### config.mk
export PLATFORM = sky130hd
export DESIGN_NAME = instr_fetch_unit_flat
export DESIGN_NICKNAME = d
export VERILOG_FILES = /design/src/rtl/instr_fetch_unit_if.sv /design/src/rtl/instr_fetch_unit.sv /design/src/flat_wrapper.sv
export SDC_FILE = /design/constraint.sdc
export NUM_CORES = 1
export LEC_CHECK = 0
export CORE_AREA = 2 2 115 61
export DETAILED_ROUTE_END_ITERATION = 7
export DIE_AREA = 0 0 117 63
export MAX_ROUTING_LAYER = met4
export PLACE_DENSITY_LB_ADDON = 0.2
export RECOVER_POWER = 25
export SYNTH_ARGS = -nofsm -noshare
export SYNTH_HDL_FRONTEND = slang
export SYNTH_SLANG_ARGS = --single-unit
### constraint.sdc
create_clock -name clk -period 4 [get_ports clk]
set_input_delay 0.8 -clock clk [delete_from_list [all_inputs] [get_ports clk]]
set_output_delay 0.8 -clock clk [all_outputs]
set_load 0.05 [all_outputs]
### src/rtl/instr_fetch_unit_if.sv
// Memory read bus between the fetch unit (master) and instruction memory (slave).
// Level-held read request with a one-cycle data-valid strobe; no other flow control.
interface instr_fetch_unit_if #(
  parameter int WORD_W = 16
);
  logic              readM;
  logic [WORD_W-1:0] address;
  logic              inputReady;
  logic [WORD_W-1:0] data;

  modport master (
    output readM,
    output address,
    input  inputReady,
    input  data
  );

  modport slave (
    input  readM,
    input  address,
    output inputReady,
    output data
  );
endinterface

### src/rtl/instr_fetch_unit.sv
// Instruction fetch: holds PC/IR, issues one memory read per fetch_req, abandons after TIMEOUT wait cycles.
// readM from the request edge until inputReady; instr_valid the cycle after data; requests during WAIT dropped.
module instr_fetch_unit #(
  parameter int WORD_W  = 16,
  parameter int TIMEOUT = 8
) (
  input  logic                clk,
  input  logic                reset_n,
  input  logic                fetch_req,
  input  logic                pc_load,
  input  logic [WORD_W-1:0]   pc_in,
  instr_fetch_unit_if.master  mem,
  output logic [WORD_W-1:0]   pc,
  output logic                instr_valid,
  output logic                busy,
  output logic                fetch_err,
  output logic [3:0]          opcode,
  output logic [1:0]          rs,
  output logic [1:0]          rt,
  output logic [1:0]          rd,
  output logic [5:0]          func,
  output logic [7:0]          imm,
  output logic [11:0]         target
);

  localparam int CNT_W = (TIMEOUT < 2) ? 1 : $clog2(TIMEOUT);

  typedef enum logic {IDLE = 1'b0, WAIT = 1'b1} state_t;

  state_t             state, state_nxt;
  logic [WORD_W-1:0]  ir, ir_nxt;
  logic [WORD_W-1:0]  pc_nxt;
  logic [CNT_W-1:0]   cnt, cnt_nxt;
  logic               pend_vld, pend_vld_nxt;
  logic [WORD_W-1:0]  pend_pc, pend_pc_nxt;
  logic               iv_nxt, err_nxt;
  logic               redirect;
  logic [WORD_W-1:0]  redirect_pc;

  // A pc_load on the completing edge is the newest redirect, so it beats the pending one.
  assign redirect    = pend_vld | pc_load;
  assign redirect_pc = pc_load ? pc_in : pend_pc;

  always_comb begin
    state_nxt    = state;
    pc_nxt       = pc;
    ir_nxt       = ir;
    cnt_nxt      = cnt;
    pend_vld_nxt = pend_vld;
    pend_pc_nxt  = pend_pc;
    iv_nxt       = 1'b0;
    err_nxt      = fetch_err;
    case (state)
      IDLE: begin
        if (pc_load) pc_nxt = pc_in;
        if (fetch_req) begin
          state_nxt = WAIT;
          cnt_nxt   = '0;
        end
      end
      WAIT: begin
        if (pc_load) begin
          pend_vld_nxt = 1'b1;
          pend_pc_nxt  = pc_in;
        end
        if (mem.inputReady) begin
          state_nxt    = IDLE;
          ir_nxt       = mem.data;
          pc_nxt       = redirect ? redirect_pc : pc + WORD_W'(1);
          pend_vld_nxt = 1'b0;
          iv_nxt       = 1'b1;
        end else if (cnt == CNT_W'(TIMEOUT - 1)) begin
          state_nxt    = IDLE;
          pc_nxt       = redirect ? redirect_pc : pc;
          pend_vld_nxt = 1'b0;
          err_nxt      = 1'b1;
        end else begin
          cnt_nxt = cnt + CNT_W'(1);
        end
      end
      default: state_nxt = IDLE;
    endcase
  end

  always_ff @(posedge clk or negedge reset_n) begin
    if (!reset_n) begin
      state       <= IDLE;
      pc          <= '0;
      ir          <= '0;
      cnt         <= '0;
      pend_vld    <= 1'b0;
      pend_pc     <= '0;
      instr_valid <= 1'b0;
      fetch_err   <= 1'b0;
      mem.readM   <= 1'b0;
      busy        <= 1'b0;
    end else begin
      state       <= state_nxt;
      pc          <= pc_nxt;
      ir          <= ir_nxt;
      cnt         <= cnt_nxt;
      pend_vld    <= pend_vld_nxt;
      pend_pc     <= pend_pc_nxt;
      instr_valid <= iv_nxt;
      fetch_err   <= err_nxt;
      mem.readM   <= (state_nxt == WAIT);
      busy        <= (state_nxt == WAIT);
    end
  end

  // PC only moves on leaving WAIT, so it is stable for the whole read.
  assign mem.address = pc;

  assign opcode = ir[15:12];
  assign rs     = ir[11:10];
  assign rt     = ir[9:8];
  assign rd     = ir[7:6];
  assign func   = ir[5:0];
  assign imm    = ir[7:0];
  assign target = ir[11:0];

endmodule

### src/flat_wrapper.sv
// flat-port wrapper written by rule: the top's interface ports become plain ports
module instr_fetch_unit_flat 
#(
  parameter int WORD_W  = 16,
  parameter int TIMEOUT = 8
)
  (clk, reset_n, fetch_req, pc_load, pc_in, pc, instr_valid, busy, fetch_err, opcode, rs, rt, rd, func, imm, target, mem_readM, mem_address, mem_inputReady, mem_data);
  instr_fetch_unit_if #(.WORD_W(WORD_W)) mem_i ();
  input  logic clk;
  input  logic reset_n;
  input  logic fetch_req;
  input  logic pc_load;
  input  logic [WORD_W-1:0] pc_in;
  output logic [WORD_W-1:0] pc;
  output logic instr_valid;
  output logic busy;
  output logic fetch_err;
  output logic [3:0] opcode;
  output logic [1:0] rs;
  output logic [1:0] rt;
  output logic [1:0] rd;
  output logic [5:0] func;
  output logic [7:0] imm;
  output logic [11:0] target;
  output wire logic [$bits(mem_i.readM)-1:0] mem_readM;
  output wire logic [$bits(mem_i.address)-1:0] mem_address;
  input wire logic [$bits(mem_i.inputReady)-1:0] mem_inputReady;
  input wire logic [$bits(mem_i.data)-1:0] mem_data;
  assign mem_readM = mem_i.readM;
  assign mem_address = mem_i.address;
  assign mem_i.inputReady = mem_inputReady;
  assign mem_i.data = mem_data;
  instr_fetch_unit #(.WORD_W(WORD_W), .TIMEOUT(TIMEOUT)) u_core (.clk(clk), .reset_n(reset_n), .fetch_req(fetch_req), .pc_load(pc_load), .pc_in(pc_in), .mem(mem_i), .pc(pc), .instr_valid(instr_valid), .busy(busy), .fetch_err(fetch_err), .opcode(opcode), .rs(rs), .rt(rt), .rd(rd), .func(func), .imm(imm), .target(target));
endmodule
; ---- Yosys cells after proc, flatten, opt, wreduce, memory -nomap -nowiden
; Cells that the tools add are included.
; Widths: inputs -> output; s select.
[word_totals]
input_bits = 37
out_inout_bits = 72
ff_bits = 55
[classes]
addsub = 2
bitwise = 3
n_eq_ne = 7
n_reduce_logical = 6
n_mux = 20
[ops]
columns = op, n
row1 = $mux 16, 6
row2 = $pmux 16 s2, 1
row3 = $add 16x1->16 const B, 1
row4 = $mux 3, 3
row5 = $reduce_and 3->1, 3
row6 = $mux 1, 8
row7 = $ne 2x2->1 const B, 4
row8 = $ne 3x3->1 const B, 2
row9 = $pmux 3 s2, 1
row10 = $reduce_and 2->1, 2
row11 = $add 3x1->3 const B, 1
row12 = $eq 3x3->1 const B, 1
row13 = $reduce_bool 3->1, 1
row14 = $not 1->1, 2
row15 = $pmux 1 s2, 1
row16 = $or 1x1->1, 1

; ---- Depth between registers and ports, before layout
[logic_depth]
depth_word = 5
mapped_depth = 8

; ---- Worst setup path after synthesis
; OpenSTA, ideal clock, no wires.
[synth_timing]
kind = reg2reg
start = register u_core.pc[0], in the netlist u_core.mem.address[0]
end = register u_core.pc[14], in the netlist u_core.mem.address[14]
t_required_ns = 3.920
arrival_ns = 1.877
path_stages_with_launch = 7
setup_slack_ns = 2.044
n_path_buf = 0
setup_time_ns = 0.080
cell_sequence = dfrtp_1 > ha_1 > nand2_1 > nor4_4 > nand4_1 > a31oi_1 > a2bb2oi_1
[synth_via]
elab_chain_len = 4
[synth_rtl]
columns = item, line
row1 = from (decl), instr_fetch_unit.sv:13  ; output logic [WORD_W-1:0] pc,
row2 = from (signal assigned), instr_fetch_unit.sv:99  ; pc <= pc_nxt;
row3 = $add 16x1->16, instr_fetch_unit.sv:69  ; pc_nxt = redirect ? redirect_pc : pc + WORD_W'(1);
row4 = $mux 16, instr_fetch_unit.sv:69
row5 = $mux 16, instr_fetch_unit.sv:66  ; if (mem.inputReady) begin
row6 = $pmux 16 s2, instr_fetch_unit.sv:53  ; case (state)
; No other way between the ends.
; A chain may end at the register's enable or synchronous reset.

==> flow_summary.toml <==
[critical_path]
cp-start-kind = "input port"
cp-end-kind = "async pin"
reg2reg_depth = 5
max_stage_delay_ns = 1.62
crit_chain = "clkbuf_1 > clkbuf_1"
path_class = "in -> async"
cp_top_family = "buffers and inverters"
crit_buf_inv = 2
rr_startpoint = "u_core.mem.readM$_DFF_PN0_"
crit_start = "reset_n"
r2r_slack_ns = 1.67
crit_slowest_cell = "clkbuf_1"
cp_max_fo = 43
worstPathRequired_ns = 4.36
crit_top_cell = "clkbuf_1"
path_depth = 2
arrival_ns = 3.07

[flow_run]
max_cap_viol_count = 1

[final_layout]
layout-drive-gt1-share_pct = 12.3
antenna_cells = 0
final_nets = 406
fin_cells = 458
n_fill_cell = 533
area_growth_pct = 33.7
fin_area_um2 = 4050

[global_routing]
antenna_found_initial = 0
grt_pass1_wl_um = 11900
grt_pass1_vias = 2247
grt_max_degree = 44
overflow = 0
grt_usage_pct = 21.7

[floorplanning]
die_w_um = 117
pin_count = 109
initial_core_util_pct = 47.0
die_y_um = 63
rows = 21
core-area_um2 = 6440
dieArea_um2 = 7370

[timing]
skew_ns = 0.00793
fmax_mhz = 369
tns_ns = 0
tightest_slew_ns = 2.31
rsz0062_at_grt = "false"
hold_slack_ns = 0.469
period_needed_ns = 2.71
setup_violations = 0
fin_crit_sh_pct = 67.8
relSlewSlack_pct = -54.1
setup_slack_ns = 1.29
drv_slew = 44
hold_viol_final = 0

[synthesis]
async_reset_ff_share_pct = 100
ys_top_cells_by_area = "dfrtp_1, mux2_2, buf_4"
synth.top_cell.area_share_pct = 45.5
synthCells = 299
synth_edf_count = 0
synth_nets = 339
syn_avg_cell_area_um2 = 10.1
yosysSeqAreaShare_pct = 45.5
synth_cell_type_count = 42
synth_warnings = 0
syn_area_um2 = 3030
synth_top_area_cell = "dfrtp_1"
synth-main-ff-cell = "dfrtp_1"
ys_seq_elements = 55

[pwr]
peakVddDrop_mv = 0.412
p_sw_mw = 1.31
p_leak_nw = 1.63
p_int_mw = 1.49
pwr_density_cell_nw_per_um2 = 694
swShare_pct = 46.8
pwr-share-comb_pct = 52.0
pwr-share-clk_pct = 17.4
seqPwrFrac_pct = 30.6

[clock_network]
holdBufCountCts = 0
ctsHtreeMaxLevel = 2
cts_made_buffers = 5
clk_path_buf_depth = 2
cts_root_buf = "clkbuf_16"
cts_setup_buffers = 0
clk_latency_ns = 0.30
cts_num_sinks = 55
cts_resized = 0
cts_tree = "done"
clkSlewWorstSetupHoldPaths_ns = 0.07

[routing]
first_pass_iters = 4
antenna_left = 0
routed_via_density = 5.45
routed_wirelength_um = 7550
avgRoutedWirePerCell_um = 16.5
drc = 0
wl_met2_um = 3230
wl_met3_um = 599
wl_met1_um = 3710
vias = 2495
drt_iter0_drc = 180
highest_layer = "met4"

[placed_design]
placed_cells = 451
pre_cts_ws_ns = 1.14
port-buffer-count = 108
dp_hpwl_um = 5470
placed_area_um2 = 3890
gp_congestion = 0.916

[worst_hold_path]
min_from = "u_core.fetch_err$_DFFE_PN0P_"
hold_depth = 1
worst_hold_path_type = "reg -> reg"

[status]
status = "finished with violations"
violations = "capacitance limit, slew limit"
[cells in the final DEF (no fill, tap or decap), types with 2 or more instances in the layout]
master           synthesis  final
nand4_1                  4      4
mux2_2                  30     30
a31oi_1                  5      5
nand2b_1                 3      3
nand3_1                  8      8
mux2i_1                  2      2
a221oi_1                 2      2
ha_1                     3      3
xor2_1                   3      3
a2bb2oi_1                3      3
o211ai_1                 4      4
a21oi_1                 16     16
o22a_1                   2      2
inv_1                    9      9
nand2_1                 31     31
clkbuf_1                 4      3
nor4_4                   2      2
o21ai_0                 28     28
a211oi_1                 4      4
clkbuf_16                0      5
dfrtp_1                 55     55
xnor2_1                  3      3
clkdlybuf4s50_1          0    106
a32oi_1                  3      3
buf_4                   39      2
nor2_1                  10     10
nor2b_1                  2      2
[path summary, 6_finish.rpt]
path | end
min reg2reg | u_core.fetch_err$_DFFE_PN0P_
max | u_core.pend_pc[13]$_DFFE_PN0P_
max in group clk | busy
min | u_core.fetch_err$_DFFE_PN0P_
max reg2reg | u_core.mem.address[12]$_DFFE_PN0P_
min in group asynchronous | u_core.ir[1]$_DFFE_PN0P_
[Yosys cell counts, types with 3 or more instances]
cell / instances
dfrtp_1: 55
buf_4: 39
nand2_1: 31
mux2_2: 30
o21ai_0: 28
a21oi_1: 16
nor2_1: 10
inv_1: 9
buf_2: 8
nand3_1: 8
a31oi_1: 5
a211oi_1: 4
clkbuf_1: 4
nand4_1: 4
o211ai_1: 4
a2bb2oi_1: 3
a32oi_1: 3
ha_1: 3
nand2b_1: 3
xnor2_1: 3
xor2_1: 3
[layout make-up]
cell class / instances / area [µm²] / share of cell area, %
Sequential cell: 55 / 1380 / 34.0
Multi-Input combinational cell: 184 / 1270 / 31.4
Timing Repair Buffer: 111 / 1090 / 27.0
Clock buffer: 6 / 129 / 3.18
Tap cell: 92 / 115 / 2.84
Inverter: 9 / 33.8 / 0.835
Clock inverter: 1 / 30.0 / 0.742
[metrics by stage]
step,power [mW],util (%)
2_1_floorplan,1.96,-
3_3_place_gp,2.31,60.5
3_5_place_dp,2.33,60.5
4_1_cts,2.82,63.0
5_1_grt,2.93,62.9
6_report,2.81,62.9
[flip-flops by register name (all words and copies together), names as in the netlist]
signal,count
u_core.ir,16
u_core.mem.address,16
u_core.pend_pc,16
u_core.cnt,3
u_core.fetch_err,1
u_core.instr_valid,1
u_core.mem.readM,1
u_core.pend_vld,1
[power by group through the flow]
stage	combinational, mW	clock [mW]	sequential (mW)
3_5_place_dp	1.46	0	0.867
4_1_cts	1.47	0.498	0.857
2_1_floorplan	0.807	0	1.15
5_1_grt	1.53	0.524	0.885
3_3_place_gp	1.45	0	0.859
6_report	1.46	0.488	0.859
[layer usage]
layer,GRT usage (%),vias up
li1,-,1159
met1,33.6,1229
met2,29.1,105
met3,4.46,2
met4,4.41,0
met5,-,-
[logic make-up after synthesis]
family	synth area share, %
adder cells (fa/ha/maj)	1.24
multiplexers	11.8
flip-flops	45.5
buffers and inverters	12.6
AO/OA/AOI/OAI	15.7
XOR/XNOR	1.74
AND/OR/NAND/NOR	11.4
(Power assumes the default switching activity.)
